===== src/rtl/gpu_pkg.sv =====
// Shared GPU definitions: palette address geometry and the palette loader state encoding.
package gpu_pkg;

    localparam int PAL_ADDR_W = 10;
    localparam int PAL_IDX_W  = 5;

    typedef enum logic [2:0] {
        IDLE  = 3'd0,
        FETCH = 3'd1,
        WRITE = 3'd2,
        VRD   = 3'd3,
        VCMP  = 3'd4,
        FIN   = 3'd5
    } pl_state_t;

endpackage


===== src/rtl/palette_loader.sv =====
// Copies (pal_count+1) palettes from a handshaked source into palette RAM, one word at a time.
// Optional read-back verification of every written word is enabled by PALETTE_LOADER_VERIFY_EN.
module palette_loader
    import gpu_pkg::*;
#(
    parameter int SRC_AW        = 16,
    parameter int WORDS_PER_PAL = 32
) (
    input  logic                  clk,
    input  logic                  reset_n,
    input  logic                  start,
    input  logic                  abort,
    input  logic [PAL_IDX_W-1:0]  pal_first,
    input  logic [PAL_IDX_W-1:0]  pal_count,
    input  logic [SRC_AW-1:0]     src_base,
    output logic                  busy,
    output logic                  done,
    output logic                  error,
    output logic                  src_req,
    output logic [SRC_AW-1:0]     src_addr,
    input  logic                  src_ack,
    input  logic [15:0]           src_data,
    output logic                  pal_memenable,
    output logic                  pal_memwrite,
    output logic [PAL_ADDR_W-1:0] pal_memaddr,
    output logic [15:0]           pal_writedata,
    input  logic [15:0]           pal_memdata
);

    pl_state_t              state_reg, state_next;
    logic [10:0]            n_reg, n_next;
    logic [10:0]            total_reg, total_next;
    logic [PAL_IDX_W-1:0]   first_reg, first_next;
    logic [SRC_AW-1:0]      base_reg, base_next;
    logic [15:0]            data_reg, data_next;
    logic                   word_last;
    logic [PAL_ADDR_W-1:0]  dest_addr;

    assign word_last = ((n_reg + 11'd1) == total_reg);
    // Palette index selects a 32-word block; the 10-bit sum wraps from palette 31 to 0.
    assign dest_addr = {first_reg, {(PAL_ADDR_W-PAL_IDX_W){1'b0}}} + n_reg[PAL_ADDR_W-1:0];

`ifdef PALETTE_LOADER_VERIFY_EN
    logic error_reg, error_next;
    assign error = error_reg;
`else
    logic unused_memdata;
    assign unused_memdata = ^pal_memdata;
    assign error = 1'b0;
`endif

    always_ff @(posedge clk or negedge reset_n) begin
        if (!reset_n) begin
            state_reg <= IDLE;
            n_reg     <= '0;
            total_reg <= '0;
            first_reg <= '0;
            base_reg  <= '0;
            data_reg  <= '0;
`ifdef PALETTE_LOADER_VERIFY_EN
            error_reg <= 1'b0;
`endif
        end else begin
            state_reg <= state_next;
            n_reg     <= n_next;
            total_reg <= total_next;
            first_reg <= first_next;
            base_reg  <= base_next;
            data_reg  <= data_next;
`ifdef PALETTE_LOADER_VERIFY_EN
            error_reg <= error_next;
`endif
        end
    end

    always_comb begin
        state_next = state_reg;
        n_next     = n_reg;
        total_next = total_reg;
        first_next = first_reg;
        base_next  = base_reg;
        data_next  = data_reg;
`ifdef PALETTE_LOADER_VERIFY_EN
        error_next = error_reg;
`endif
        if (abort && state_reg != IDLE) begin
            state_next = IDLE;
        end else begin
            case (state_reg)
                IDLE: begin
                    if (start) begin
                        first_next = pal_first;
                        base_next  = src_base;
                        total_next = 11'((32'(pal_count) + 32'd1) * WORDS_PER_PAL);
                        n_next     = '0;
`ifdef PALETTE_LOADER_VERIFY_EN
                        error_next = 1'b0;
`endif
                        state_next = FETCH;
                    end
                end
                FETCH: begin
                    if (src_ack) begin
                        // Odd words carry only blue in the low byte.
                        data_next  = n_reg[0] ? {8'h00, src_data[7:0]} : src_data;
                        state_next = WRITE;
                    end
                end
`ifdef PALETTE_LOADER_VERIFY_EN
                WRITE: state_next = VRD;
                VRD:   state_next = VCMP;
                VCMP: begin
                    if (pal_memdata != data_reg) begin
                        error_next = 1'b1;
                    end
                    if (word_last) begin
                        state_next = FIN;
                    end else begin
                        n_next     = n_reg + 11'd1;
                        state_next = FETCH;
                    end
                end
`else
                WRITE: begin
                    if (word_last) begin
                        state_next = FIN;
                    end else begin
                        n_next     = n_reg + 11'd1;
                        state_next = FETCH;
                    end
                end
`endif
                FIN:     state_next = IDLE;
                default: state_next = IDLE;
            endcase
        end
    end

    assign busy          = (state_reg != IDLE);
    assign done          = (state_reg == FIN);
    assign src_req       = (state_reg == FETCH);
    assign src_addr      = src_req ? (base_reg + SRC_AW'(n_reg)) : '0;
    assign pal_memwrite  = (state_reg == WRITE);
    assign pal_memenable = (state_reg == WRITE) || (state_reg == VRD);
    assign pal_memaddr   = pal_memenable ? dest_addr : '0;
    assign pal_writedata = pal_memwrite ? data_reg : '0;

endmodule


===== config.mk =====
export PLATFORM = sky130hd
export DESIGN_NAME = palette_loader
export DESIGN_NICKNAME = d
export VERILOG_FILES = /design/src/rtl/gpu_pkg.sv /design/src/rtl/palette_loader.sv
export SDC_FILE = /design/constraint.sdc
export NUM_CORES = 1
export LEC_CHECK = 0
export ABC_AREA = 1
export CAP_MARGIN = 20
export CORE_ASPECT_RATIO = 1.25
export CORE_UTILIZATION = 52
export DETAILED_ROUTE_END_ITERATION = 7
export PLACE_DENSITY = 0.87
export SLEW_MARGIN = 20
export SYNTH_ARGS = -nofsm -noshare
export SYNTH_HDL_FRONTEND = slang
export SYNTH_SLANG_ARGS = --single-unit

===== constraint.sdc =====
create_clock -name clk -period 6.8 [get_ports clk]
set_clock_uncertainty 0.15 [all_clocks]
set_input_delay 1.02 -clock clk [delete_from_list [all_inputs] [get_ports clk]]
set_output_delay 1.02 -clock clk [all_outputs]
set_load 0.005 [all_outputs]

* Word-level counts from Yosys, hierarchy flattened
Cells that the tools add are included.
** Storage, ports and cells
- Bits in registers :: 57
- Input port bits :: 63
- Output and inout port bits :: 48
- Word-level logic and storage cells :: 41
** Cells by class
- Add/subtract/negate cells :: 4
- Equality and inequality tests :: 9
- Muxes and demuxes :: 12
- Bitwise gates (word level) :: 1
- Reduce and logical (&&, ||, !) cells :: 9
** Operators by type and width (count)
- $mux W16 :: 3
- $mux W11 :: 2
- $pmux W11 S2 :: 1
- $add A16 B11 Y16 :: 1
- $mux W3 :: 4
- $add A11 B1 Y11 const B :: 1
- $eq A11 B11 Y1 :: 1
- $add A10 B10 Y10 :: 1
- $mux W10 :: 1
- $pmux W3 S3 :: 1
- $add A5 B1 Y6 const B :: 1
- $eq A3 B2 Y1 const B :: 2
- $reduce_and A3 Y1 :: 2
- $ne A2 B2 Y1 const B :: 2
- $reduce_and A4 Y1 :: 1
- $eq A3 B1 Y1 const B :: 1
- $eq A3 B3 Y1 const B :: 1
- $logic_not A3 Y1 :: 1
- $ne A3 B1 Y1 const B :: 1
- $ne A3 B3 Y1 const B :: 1
- $reduce_bool A3 Y1 :: 1
- $reduce_and A2 Y1 :: 1
- $reduce_bool A2 Y1 :: 1
- $logic_and A1 B1 Y1 :: 1
- other kinds (2) :: 2

* Depth between registers and ports, before layout
Gate-level depths: netlist (run 1).
- Depth in word-level cells :: 5
- Gate-level depth with buffers :: 14
- Depth with buffers taken out :: 13

* Worst setup path after synthesis (run 1)
Ideal clock, no wire load.
- Path type :: register to output
- Start :: reg n_reg[0]
- End :: out src_addr[8]
- Arrival time :: 1874 ps
- Data required time :: 5630 ps
- Setup slack :: 3756 ps
- Stages on the path, launching flop included :: 10
- Buffers on the path :: 0
- Path through :: dfrtp_1 > ha_1 > fa_1 > a21oi_1 > nor2_1 > nor2_1 > o21ai_0 > a31oi_1 > nor2_1 > nor2_1
** On the way
- Cells in the longest elaborated chain, start to end :: 2
** RTL lines
- from (decl) :: RTL line palette_loader.sv:31 : logic [10:0] n_reg, n_next;
- from (signal assigned) :: RTL line palette_loader.sv:65 : n_reg <= n_next;
- $add A16 B11 Y16 :: RTL line palette_loader.sv:142 : assign src_addr = src_req ? (base_reg + SRC_AW'(n_reg)) : '0;
- $mux W16 :: RTL line palette_loader.sv:142
- to (decl) :: RTL line palette_loader.sv:20 : output logic [SRC_AW-1:0] src_addr,
No other way between the ends.

* Final worst setup path (run 1)
Ends and elaborated chain as after synthesis.

==> results of run 1 <==
==> where the power goes <==
| part | total, mW | switching [mW] | internal, mW |
|---|---|---|---|
| Sequential | 0.551 | 0.0810 | 0.470 |
| Combinational | 0.774 | 0.445 | 0.328 |
| Clock | 0.323 | 0.145 | 0.178 |
==> worst max-delay path, cell delays in order, from the launching register on <==
cell and delay (ns):
sky130_fd_sc_hd__dfrtp_1 0.51, sky130_fd_sc_hd__ha_1 0.28, sky130_fd_sc_hd__fa_1 0.45, sky130_fd_sc_hd__a21oi_1 0.17
sky130_fd_sc_hd__nor2_1 0.05, sky130_fd_sc_hd__nor2_1 0.16, sky130_fd_sc_hd__o21ai_0 0.17, sky130_fd_sc_hd__a31oi_1 0.21
sky130_fd_sc_hd__nor2_1 0.07, sky130_fd_sc_hd__nor2_1 0.12, sky130_fd_sc_hd__clkdlybuf4s50_1 0.53
==> kinds of logic (layout without fill, tap and decap cells) <==
logic type	after synthesis	count (layout)	synth area share (%)
flops	57	57	37.9
other cells	1	1	0.0997
compound gates	69	69	9.64
simple gates	303	303	34.2
buf+inv	84	181	8.81
xor+xnor	10	10	2.33
fa+ha+maj	20	20	7.05
==> per-layer routing <==
metal	global-route usage (%)	vias up	share of wire [%]
met5	0	-	0
met4	14.4	0	3.9
met3	5.54	37	5.8
met2	49.3	141	51
met1	30.0	1757	39
li1	-	1903	-
==> placed cells by master (no fill, tap or decap), types with 6 or more instances in the layout <==
master,n
sky130_fd_sc_hd__clkdlybuf4s50_1,92
sky130_fd_sc_hd__clkbuf_8,10
sky130_fd_sc_hd__ha_1,18
sky130_fd_sc_hd__dfrtp_1,57
sky130_fd_sc_hd__nor2_1,70
sky130_fd_sc_hd__nand2_1,160
sky130_fd_sc_hd__a21oi_1,21
sky130_fd_sc_hd__xor2_1,6
sky130_fd_sc_hd__o21ai_0,35
sky130_fd_sc_hd__inv_1,65
sky130_fd_sc_hd__nand3_1,50
==> layout make-up <==
cell class | instances | area [µm²]
Timing Repair Buffer | 97 | 960
Fill cell | 549 | 2020
Clock inverter | 5 | 55.1
Inverter | 68 | 255
Tap cell | 90 | 113
Clock buffer | 11 | 141
Multi-Input combinational cell | 403 | 2010
Sequential cell | 57 | 1430
==> worst paths after layout <==
check | start | end | cells after the start
hold reg to reg | base_reg[4]$_DFFE_PN0P_ | base_reg[4]$_DFFE_PN0P_ | 2
min in group asynchronous | reset_n | base_reg[14]$_DFFE_PN0P_ | 2
setup reg to reg | n_reg[1]$_DFFE_PN0P_ | n_reg[8]$_DFFE_PN0P_ | 11
max in group asynchronous | reset_n | total_reg[10]$_DFFE_PN0P_ | 2
hold / removal | base_reg[4]$_DFFE_PN0P_ | base_reg[4]$_DFFE_PN0P_ | 2
setup / recovery | n_reg[0]$_DFFE_PN0P_ | src_addr[8] | 10
==> summary.txt, run 1 <==
CRITICAL PATH
---------------------------------------------------------------------------------
Maximum fanout count along the critical path                                    9
Critical path start-end classification                                    reg2out
Critical path launch point type                                         flip-flop
Category of the worst setup path capture point                        output port
Worst setup slack for register-to-register paths                          4.32 ns
Critical Path RT                                                          5.63 ns
Arrival time at the worst endpoint                                        3.06 ns

POWER AND IR DROP
---------------------------------------------------------------------------------
Total leakage power                                                       2.47 nW
Power density over the cells                                           332 mW/mm²
VDD IR-drop max                                                          0.292 mV
Total power draw                                                          1.65 mW

TIMING
---------------------------------------------------------------------------------
Time the worst path needs with I/O delays and setup                       4.23 ns
Rel. slew slack                                                             39.9%
Hold slack final                                                         0.341 ns
Crit share post-route                                                       62.3%
RSZ-0062 raised after global routing                                        false
Slew at the pin closest to its max-slew limit                            0.901 ns
Max Fclk                                                                  236 MHz
Setup Viol. Count Final                                                         0
Final Max Slew Viols                                                            0
Number of endpoints with negative hold slack in the final report                0
PnR worst setup slack                                                     2.57 ns
Final-layout setup total negative slack                                      0 ns

GLOBAL ROUTING
---------------------------------------------------------------------------------
Total congestion overflow                                                       0
Number of global-route vias before repair                                    3855
Initial antenna violation count                                                 0
Maximum number of pins on one net before global-route repair                   58
First-pass GRT wire length                                               16500 µm
Global-route total usage across every layer                                 27.5%

DETAILED ROUTING
---------------------------------------------------------------------------------
Number of vias in the routed layout                                          3838
Wire length per cell after detailed routing                               13.3 µm
Average via count per standard cell                                          5.25
Drt first pass iters                                                            4
DRT iter0 DRCs                                                                190
Remaining antenna violation count                                               0
Drc violations                                                                  0
Total wire length                                                         9750 µm

CLOCKING
---------------------------------------------------------------------------------
Post-CTS sizing                                                                 0
Clock tree from TritonCTS                                                     yes
Clock buffers created by TritonCTS                                              9
Sink count of the clock tree                                                   57
Max Root-Sink Buffers                                                           2
CTS Root Buffer Type                                                 sky130_fd_sc_hd__clkbuf_8
Post-CTS setup buffer count                                                     0
Clock insertion delay at the later pin of the skew report                 0.36 ns
H-Tree Depth                                                                    3
Clock transition at the registers of the reported paths                   0.07 ns
Quantity of hold-fixing buffers added after cts                                 0

YOSYS
---------------------------------------------------------------------------------
Count of flip-flops with a built-in enable after synthesis                      0
Register bit count reported by yosys                                           57
Count of synthesis-stage warnings from yosys                                    0
Cells after synthesis                                                         544
Net count after synthesis                                                     627
Synthesized area per cell                                                6.92 µm²
Cell type with the largest total area after synthesis                sky130_fd_sc_hd__dfrtp_1
Sequential fraction of the synthesis area                                   37.9%
Area contributors post-synth                                         sky130_fd_sc_hd__dfrtp_1 38%, sky130_fd_sc_hd__nand2_1 16%, sky130_fd_sc_hd__nor2_1 7.1%, sky130_fd_sc_hd__nand3_1 6.7%, sky130_fd_sc_hd__inv_1 6.5%
Async set or reset register ratio after synthesis                            100%
Count leader, synth                                                  sky130_fd_sc_hd__nand2_1
Number of unique standard cell types used by synthesis                         35
Most numerous cell types in the synthesized netlist                  160 x sky130_fd_sc_hd__nand2_1, 71 x sky130_fd_sc_hd__nor2_1, 65 x sky130_fd_sc_hd__inv_1, 57 x sky130_fd_sc_hd__dfrtp_1, 50 x sky130_fd_sc_hd__nand3_1
Portion of synthesized cell area occupied by the leading cell type          37.9%
Synthesized cell area                                                 0.00376 mm²
Most common flop cell mapped by yosys                                sky130_fd_sc_hd__dfrtp_1

PLACE
---------------------------------------------------------------------------------
Post-place setup slack                                                    2.96 ns
Instance count after placement with tap cells included                        714
Number of buffers added on ports                                               93
Estimated wirelength of the detail-placed design                          7150 µm
Post-DP Area                                                          0.00475 mm²
RD Place Congestion                                                         0.889

FLOORPLANNING
---------------------------------------------------------------------------------
Die height                                                                97.1 µm
Placement Rows                                                                 34
DIE WIDTH                                                                 78.1 µm
Standard cell core area                                               0.00698 mm²
Die Area                                                              0.00758 mm²
Ports                                                                         111
Starting Density                                                            53.9%

FINAL LAYOUT
---------------------------------------------------------------------------------
Layout Cell Area excl Fill                                            0.00496 mm²
Final Util                                                                  71.1%
Fraction of final layout cells with drive strength greater than 1           5.46%
Number of antenna repair diodes                                                 0
Fin cells                                                                     731
Layout Area Growth over Synthesis                                           31.8%
Number of nets in the layout                                                  719

STATUS
---------------------------------------------------------------------------------
Status                                                               finished, final reports clean

RUN
---------------------------------------------------------------------------------
Maximum capacitance violations                                                  0

HOLD PATH
---------------------------------------------------------------------------------
Kind of path behind the tightest hold check                               reg2reg

No activity file was read; power rests on OpenSTA's default activity.
==> inputs of run 2 (changes only) <==
Settings changed: CORE_UTILIZATION 52 to 43, PLACE_DENSITY 0.87 to 0.77.
Clock period 6.8 ns to 3.7 ns, I/O delays scaled along.
==> run 2 against run 1 <==
  * Worst setup slack got worse by 2.4 ns
  * First-iteration DRC count shrank 12%
  * Register-to-register slack worse by 3.0 ns
  * Final area is 2.3% higher
  * Clock power rose by 110%
  * Final cell count rose by 4.4%
  * Critical endpoint is now src_addr[12]
==> summary.txt, run 2 (synthesis gave the netlist of run 1 again) <==
POWER AND IR DROP
-------------------------------------------------------------------------------------
Net switching fraction of the power                                             39.1%   -1.7 points
Share of total power in the clock network                                       21.7%   +2.1 points
Combinational cell fraction of total power                                      45.8%   -1.2 points
Share of total power in sequential cells                                        32.5%   -0.9 points
NetSw                                                                         1.21 mW   +81%
Power density over the cells                                               613 mW/mm²   +84%
Int Pwr                                                                       1.90 mW   +94%
Total leakage power                                                           2.51 nW   +1.5%
VDD IR-drop max                                                              0.402 mV   +38%

FINAL LAYOUT
-------------------------------------------------------------------------------------
Number of nets in the layout                                                      724   +0.70%
Number of fillers in the final layout                                             793   +44%
Fraction of final layout cells with drive strength greater than 1               6.66%   +1.2 points
Number of antenna repair diodes                                                     0   unchanged
Most frequent standard cell in the layout excluding fill and tap cells   sky130_fd_sc_hd__nand2_1
Layout Area Growth over Synthesis                                               34.9%
Final Util                                                                      60.5%   -11 points
Commonest non-fill, non-tap cells in the layout                          160 x sky130_fd_sc_hd__nand2_1, 92 x sky130_fd_sc_hd__clkdlybuf4s50_1, 70 x sky130_fd_sc_hd__nor2_1

DETAILED ROUTING
-------------------------------------------------------------------------------------
Routed wl met3                                                                 416 µm   -26%
Number of vias in the routed layout                                              3724   -3.0%
Wire length per cell after detailed routing                                   12.7 µm   -4.6%
DRT iter0 DRCs                                                                    167   -12%
Total wire length                                                             9710 µm   -0.41%
Average via count per standard cell                                              4.88   -7.0%
Drc violations                                                                      0   unchanged
Total met2 wirelength after detailed routing                                  4930 µm   -1.5%
Met1 routed wirelength after detailed routing                                 4160 µm   +9.6%
Max Used Layer                                                                   met4
Drt first pass iters                                                                4   unchanged
Remaining antenna violation count                                                   0   unchanged

PLACE
-------------------------------------------------------------------------------------
Number of buffers added on ports                                                   93   unchanged
RD Place Congestion                                                             0.911   +2.5%
Estimated wirelength of the detail-placed design                              7400 µm   +3.5%

TIMING
-------------------------------------------------------------------------------------
Max Fclk                                                                      280 MHz
Final-layout setup total negative slack                                          0 ns   unchanged
Number of endpoints with negative hold slack in the final report                    0   unchanged
Crit share post-route                                                           96.6%
Rel. slew slack                                                                 34.2%   -5.7 points
Final Max Slew Viols                                                                0   unchanged
Setup Viol. Count Final                                                             0   unchanged
Time the worst path needs with I/O delays and setup                           3.57 ns
RSZ-0062 raised after global routing                                            false
Slew at the pin closest to its max-slew limit                                0.986 ns   +0.0849 ns

CRITICAL PATH
-------------------------------------------------------------------------------------
Reg2Reg Depth                                                                      12   +1
Critical Path RT                                                              2.99 ns   -2.64 ns
Maximum fanout count along the critical path                                        7   -2
Arrival time at the worst endpoint                                            2.87 ns   -0.19 ns
Critical path start-end classification                                        reg2out
Startpoint of the worst-slack reg-to-reg timing path                     n_reg[1]$_DFFE_PN0P_
CP Launch Point                                                          n_reg[9]$_DFFE_PN0P_
Category of the worst setup path capture point                            output port
End of the worst register-to-register path                               n_reg[1]$_DFFE_PN0P_
Endpoint of the most critical setup path                                 src_addr[12]
Worst setup slack for register-to-register paths                              1.28 ns   -3.04 ns
Critical path launch point type                                             flip-flop

FLOORPLANNING
-------------------------------------------------------------------------------------
Placement Rows                                                                     37   +8.8%
Die height                                                                     107 µm   +9.8%
Ports                                                                             111   unchanged
Die Area                                                                  0.00913 mm²   +20%
Starting Density                                                                44.9%   -9.0 points
Standard cell core area                                                   0.00838 mm²   +20%
DIE WIDTH                                                                     85.7 µm   +9.7%

GLOBAL ROUTING
-------------------------------------------------------------------------------------
First-pass GRT wire length                                                   16400 µm   -0.75%
Initial antenna violation count                                                     0   unchanged
Total congestion overflow                                                           0   unchanged
Global-route total usage across every layer                                     22.8%   -4.7 points
Maximum number of pins on one net before global-route repair                       45   -22%
Number of global-route vias before repair                                        3706   -3.9%

CLOCKING
-------------------------------------------------------------------------------------
Max Root-Sink Buffers                                                               2   unchanged
Sink count of the clock tree                                                       57   unchanged
CTS Root Buffer Type                                                     sky130_fd_sc_hd__clkbuf_8
Clock buffers created by TritonCTS                                                  9   unchanged
Post-CTS setup buffer count                                                         0   unchanged
Clock transition at the registers of the reported paths                       0.08 ns   about the same
H-Tree Depth                                                                        3   unchanged
Quantity of hold-fixing buffers added after cts                                     0   unchanged
Clock tree from TritonCTS                                                         yes
Clock insertion delay at the later pin of the skew report                     0.35 ns   about the same

RUN
-------------------------------------------------------------------------------------
Maximum capacitance violations                                                      0   unchanged

HOLD PATH
-------------------------------------------------------------------------------------
Kind of path behind the tightest hold check                                  in2async

STATUS
-------------------------------------------------------------------------------------
Status                                                                   finished, final reports clean

[run 2: cell types whose count changed in the layout (fill, tap and decap cells not counted), sizes merged]
cell	previous run	this run
buf	5	10
clkinv	3	1
bufinv	1	2
clkbuf	11	12
[run 2: layer usage]
layer,GRT usage (%),vias to the layer above
li1,-,1911
met1,26.1,1696
met2,40.4,98
met3,5.16,19
met4,10.0,0
met5,0,-
[run 2: per-stage QoR]
step                total power, mW  instance area, µm²  hold WS, ns  cells  setup slack, ns
finish                         3.11                5070       0.0385    763            0.127
floorplan                      1.85                3760        0.109    544             1.12
detailed placement             2.44                4830        0.328    747            0.356
global route                   3.38                5070       0.0808    763           0.0279
global placement               2.40                4830        0.318    747            0.399
CTS                            3.13                5060        0.247    763           0.0946
[run 2: worst min-delay path by stage]
stage                               endpoint                     start  depth (start not counted)  slack (ns)
floorplan            base_reg[0]$_DFFE_PN0P_                   reset_n                          0        0.11
global placement    first_reg[0]$_DFFE_PN0P_  first_reg[0]$_DFFE_PN0P_                          2        0.32
detailed placement   base_reg[9]$_DFFE_PN0P_   base_reg[9]$_DFFE_PN0P_                          2        0.33
CTS                 base_reg[14]$_DFFE_PN0P_                   reset_n                          1        0.25
global route        base_reg[14]$_DFFE_PN0P_                   reset_n                          1        0.08
finish              base_reg[14]$_DFFE_PN0P_                   reset_n                          1        0.04
[run 2: what timing repair did]
item,CTS,global route
setup endpoints to repair,2,2
gates resized for setup,1,4
pin swaps,0,1
gates cloned,0,0
[run 2: worst max-delay path, cell delays in order (launching register included)]
cell and delay, ns:
sky130_fd_sc_hd__dfrtp_1 0.47, sky130_fd_sc_hd__ha_1 0.42, sky130_fd_sc_hd__a21oi_1 0.21, sky130_fd_sc_hd__a21boi_0 0.27
sky130_fd_sc_hd__nand3_1 0.17, sky130_fd_sc_hd__a21boi_2 0.24, sky130_fd_sc_hd__or2_2 0.14, sky130_fd_sc_hd__and2_1 0.11
sky130_fd_sc_hd__clkdlybuf4s50_1 0.49
[run 2: power groups by stage]
stage,clock [mW],sequential [mW],combinational [mW]
finish,0.675,1.01,1.42
global route,0.718,1.04,1.63
CTS,0.688,1.01,1.43
detailed placement,0,1.01,1.43
global placement,0,1.01,1.39
floorplan,0,0.977,0.875
[run 2: layout make-up]
cell class / instances / area (µm²) / share of cell area (%)
sequential: 57 / 1430 / 28.1
inverter: 68 / 255 / 5.03
clock buffer: 12 / 155 / 3.06
clock inverter: 4 / 75.1 / 1.48
multi-input combinational: 403 / 2020 / 39.8
tap: 117 / 146 / 2.89
timing repair buffer: 102 / 996 / 19.6
==> inputs of run 3 (changes only) <==
--- a/config.mk
+++ b/config.mk
@@ -8,3 +8,2 @@
 export ABC_AREA = 1
-export CAP_MARGIN = 20
 export CORE_ASPECT_RATIO = 1.25
--- a/constraint.sdc
+++ b/constraint.sdc
@@ -4,2 +4,2 @@
 set_output_delay 0.555 -clock clk [all_outputs]
-set_load 0.005 [all_outputs]
+set_load 0.1 [all_outputs]
==> run 3 against run 2 <==
  * Critical path depth unchanged
  * Non-clock buffer count down 5
  * Worst setup slack improved by 0.12 ns
  * Critical path type unchanged
==> summary.txt, run 3 (synthesis gave the netlist of run 1 again) <==
CRITICAL PATH
-------------------------------------------------------------------------------------
Startpoint of the worst-slack reg-to-reg timing path                     n_reg[1]$_DFFE_PN0P_
Critical path start-end classification                                        reg2out
Logic depth of the worst path, buffers included                                     8   unchanged
Endpoint of the most critical setup path                                 src_addr[12]
CP Launch Point                                                          n_reg[0]$_DFFE_PN0P_
Critical path launch point type                                             flip-flop
Arrival time at the worst endpoint                                            2.75 ns   -0.12 ns
Reg2Reg Depth                                                                      13   +1
Cell at the slowest stage of the critical path                           sky130_fd_sc_hd__dfrtp_1
Worst setup slack for register-to-register paths                              1.19 ns   -0.09 ns
Slowest cell delay on critical path                                           0.50 ns   about the same
Number of buffer and inverter stages on the critical path                           1   unchanged
Crit-path cells                                                          ha_1 > fa_1 > nand3_1 > nand3_1 > a21boi_0 > or2_2 > and2_1 > buf_12
Critical Path RT                                                              2.99 ns   about the same
Category of the worst setup path capture point                            output port
Maximum fanout count along the critical path                                        9   +2
End of the worst register-to-register path                               n_reg[2]$_DFFE_PN0P_
Crit path max-delay family                                                adder cells
Cell occurring most often along the worst timing path                    sky130_fd_sc_hd__nand3_1

POWER AND IR DROP
-------------------------------------------------------------------------------------
Total power draw                                                              4.12 mW   +32%
Int Pwr                                                                       1.86 mW   -2.0%
NetSw                                                                         2.26 mW   +86%
VDD IR-drop max                                                              0.591 mV   +47%
Power density over the cells                                               828 mW/mm²   +35%
Total leakage power                                                           2.57 nW   +2.7%
Net switching fraction of the power                                             54.9%   +16 points
Share of total power in sequential cells                                        24.7%   -7.8 points
Share of total power in the clock network                                       15.9%   -5.8 points
Combinational cell fraction of total power                                      59.5%   +14 points

HOLD PATH
-------------------------------------------------------------------------------------
Kind of path behind the tightest hold check                                  in2async

TIMING
-------------------------------------------------------------------------------------
Rel. slew slack                                                                 31.4%   -2.8 points
RSZ-0062 raised after global routing                                            false
Final Max Slew Viols                                                                0   unchanged
Hold slack final                                                            0.0487 ns   +0.0101 ns
Time the worst path needs with I/O delays and setup                           3.45 ns   -0.118 ns
Max Fclk                                                                      289 MHz   +3.4%
Number of endpoints with negative hold slack in the final report                    0   unchanged
Setup Viol. Count Final                                                             0   unchanged
Final-layout setup total negative slack                                          0 ns   unchanged
Slew at the pin closest to its max-slew limit                                 1.03 ns   +0.0426 ns
Crit share post-route                                                           93.4%   -3.2 points

CLOCKING
-------------------------------------------------------------------------------------
Clock insertion delay at the later pin of the skew report                     0.34 ns   about the same
Quantity of hold-fixing buffers added after cts                                     0   unchanged
Clock transition at the registers of the reported paths                       0.07 ns   about the same
CTS Root Buffer Type                                                     sky130_fd_sc_hd__clkbuf_8
Post-CTS sizing                                                                     0   -1
Clock buffers created by TritonCTS                                                  9   unchanged
Max Root-Sink Buffers                                                               2   unchanged
Post-CTS setup buffer count                                                         0   unchanged
H-Tree Depth                                                                        3   unchanged
Sink count of the clock tree                                                       57   unchanged
Clock tree from TritonCTS                                                         yes

DETAILED ROUTING
-------------------------------------------------------------------------------------
Number of vias in the routed layout                                              3764   +1.1%
Drc violations                                                                      0   unchanged
DRT iter0 DRCs                                                                    138   -17%
Average via count per standard cell                                              4.97   +1.9%
Drt first pass iters                                                                5   +1
Remaining antenna violation count                                                   0   unchanged
Total wire length                                                             9750 µm   +0.40%
Wire length per cell after detailed routing                                   12.9 µm   +1.2%

GLOBAL ROUTING
-------------------------------------------------------------------------------------
Global-route total usage across every layer                                     22.9%   +0.11 points
Initial antenna violation count                                                     0   unchanged
Maximum number of pins on one net before global-route repair                       45   unchanged
First-pass GRT wire length                                                   16400 µm   -0.12%
Number of global-route vias before repair                                        3639   -1.8%
Total congestion overflow                                                           0   unchanged

RUN
-------------------------------------------------------------------------------------
Maximum capacitance violations                                                      0   unchanged

FLOORPLANNING
-------------------------------------------------------------------------------------
Placement Rows                                                                     37   unchanged
Die height                                                                     107 µm   unchanged
DIE WIDTH                                                                     85.7 µm   unchanged
Die Area                                                                  0.00913 mm²   unchanged
Ports                                                                             111   unchanged
Standard cell core area                                                   0.00838 mm²   unchanged
Starting Density                                                                44.9%   unchanged

FINAL LAYOUT
-------------------------------------------------------------------------------------
Layout Cell Area excl Fill                                                0.00498 mm²   -1.9%
Commonest non-fill, non-tap cells in the layout                          160 x sky130_fd_sc_hd__nand2_1, 65 x sky130_fd_sc_hd__inv_1, 64 x sky130_fd_sc_hd__nor2_1
Most frequent standard cell in the layout excluding fill and tap cells   sky130_fd_sc_hd__nand2_1
Final Util                                                                      59.4%   -1.2 points
Number of nets in the layout                                                      719   -0.69%
Layout Area Growth over Synthesis                                               32.3%
Fraction of final layout cells with drive strength greater than 1               14.2%   +7.6 points
Number of antenna repair diodes                                                     0   unchanged

PLACE
-------------------------------------------------------------------------------------
Post-DP Area                                                              0.00476 mm²   -1.5%
RD Place Congestion                                                             0.888   -2.5%
Number of buffers added on ports                                                   93   unchanged
Estimated wirelength of the detail-placed design                              7340 µm   -0.76%

STATUS
-------------------------------------------------------------------------------------
Status                                                                   finished, final reports clean

==> run 3: cell count changes in the layout (fill, tap and decap cells not counted), moves of 4 or more <==
cell                              delta
sky130_fd_sc_hd__clkdlybuf4s50_1    -46
sky130_fd_sc_hd__buf_4              +37
sky130_fd_sc_hd__nor2_1              -6
sky130_fd_sc_hd__nor2_2              +6
sky130_fd_sc_hd__a21oi_1             -4
sky130_fd_sc_hd__a21oi_2             +4
sky130_fd_sc_hd__buf_12              +4
==> run 3: how the worst min path moves through the flow <==
stage                             startpoint                       end
CTS                                  reset_n  base_reg[15]$_DFFE_PN0P_
detailed placement  first_reg[3]$_DFFE_PN0P_  first_reg[3]$_DFFE_PN0P_
global route                         reset_n  base_reg[14]$_DFFE_PN0P_
global placement    first_reg[2]$_DFFE_PN0P_  first_reg[2]$_DFFE_PN0P_
finish                               reset_n  base_reg[15]$_DFFE_PN0P_
floorplan                            reset_n   base_reg[0]$_DFFE_PN0P_
==> run 3: stage by stage <==
stage / worst slack, ns / cells
finish: 0.246 / 757
global route: 0.0458 / 757
floorplan: -0.314 / 544
CTS: 0.251 / 757
detailed placement: 0.637 / 742
global placement: 0.668 / 742
==> run 3: worst register-to-register path: cells and delay by family (launching register included) <==
kind,cells,cell delay [ns]
flip-flops,1,0.56
adder cells (fa/ha/maj),1,0.27
AND/OR/NAND/NOR,12,1.47
==> run 3: final cells by class <==
cell class,instances,area (µm²)
multi-input cells,403,2040
clock buffers,10,138
fillers,787,3400
repair buffers,97,893
well taps,117,146
clock inverters,5,80.1
flip-flops and latches,57,1430
inverters,68,255
==> run 3: routing by layer <==
| metal | vias up | GRT usage (%) | wire length [µm] |
|---|---|---|---|
| li1 | 1901 | - | - |
| met5 | - | 0 | 0 |
| met3 | 16 | 4.70 | 519 |
| met1 | 1734 | 26.8 | 4030 |
| met4 | 0 | 9.05 | 189 |
| met2 | 113 | 40.9 | 5010 |
==> run 3: power groups by stage <==
stage	clock, mW	sequential, mW	combinational, mW
2_1_floorplan	0	0.977	1.91
3_3_place_gp	0	1.02	2.40
3_5_place_dp	0	1.03	2.45
4_1_cts	0.666	1.02	2.46
5_1_grt	0.696	1.04	2.64
6_report	0.654	1.02	2.45
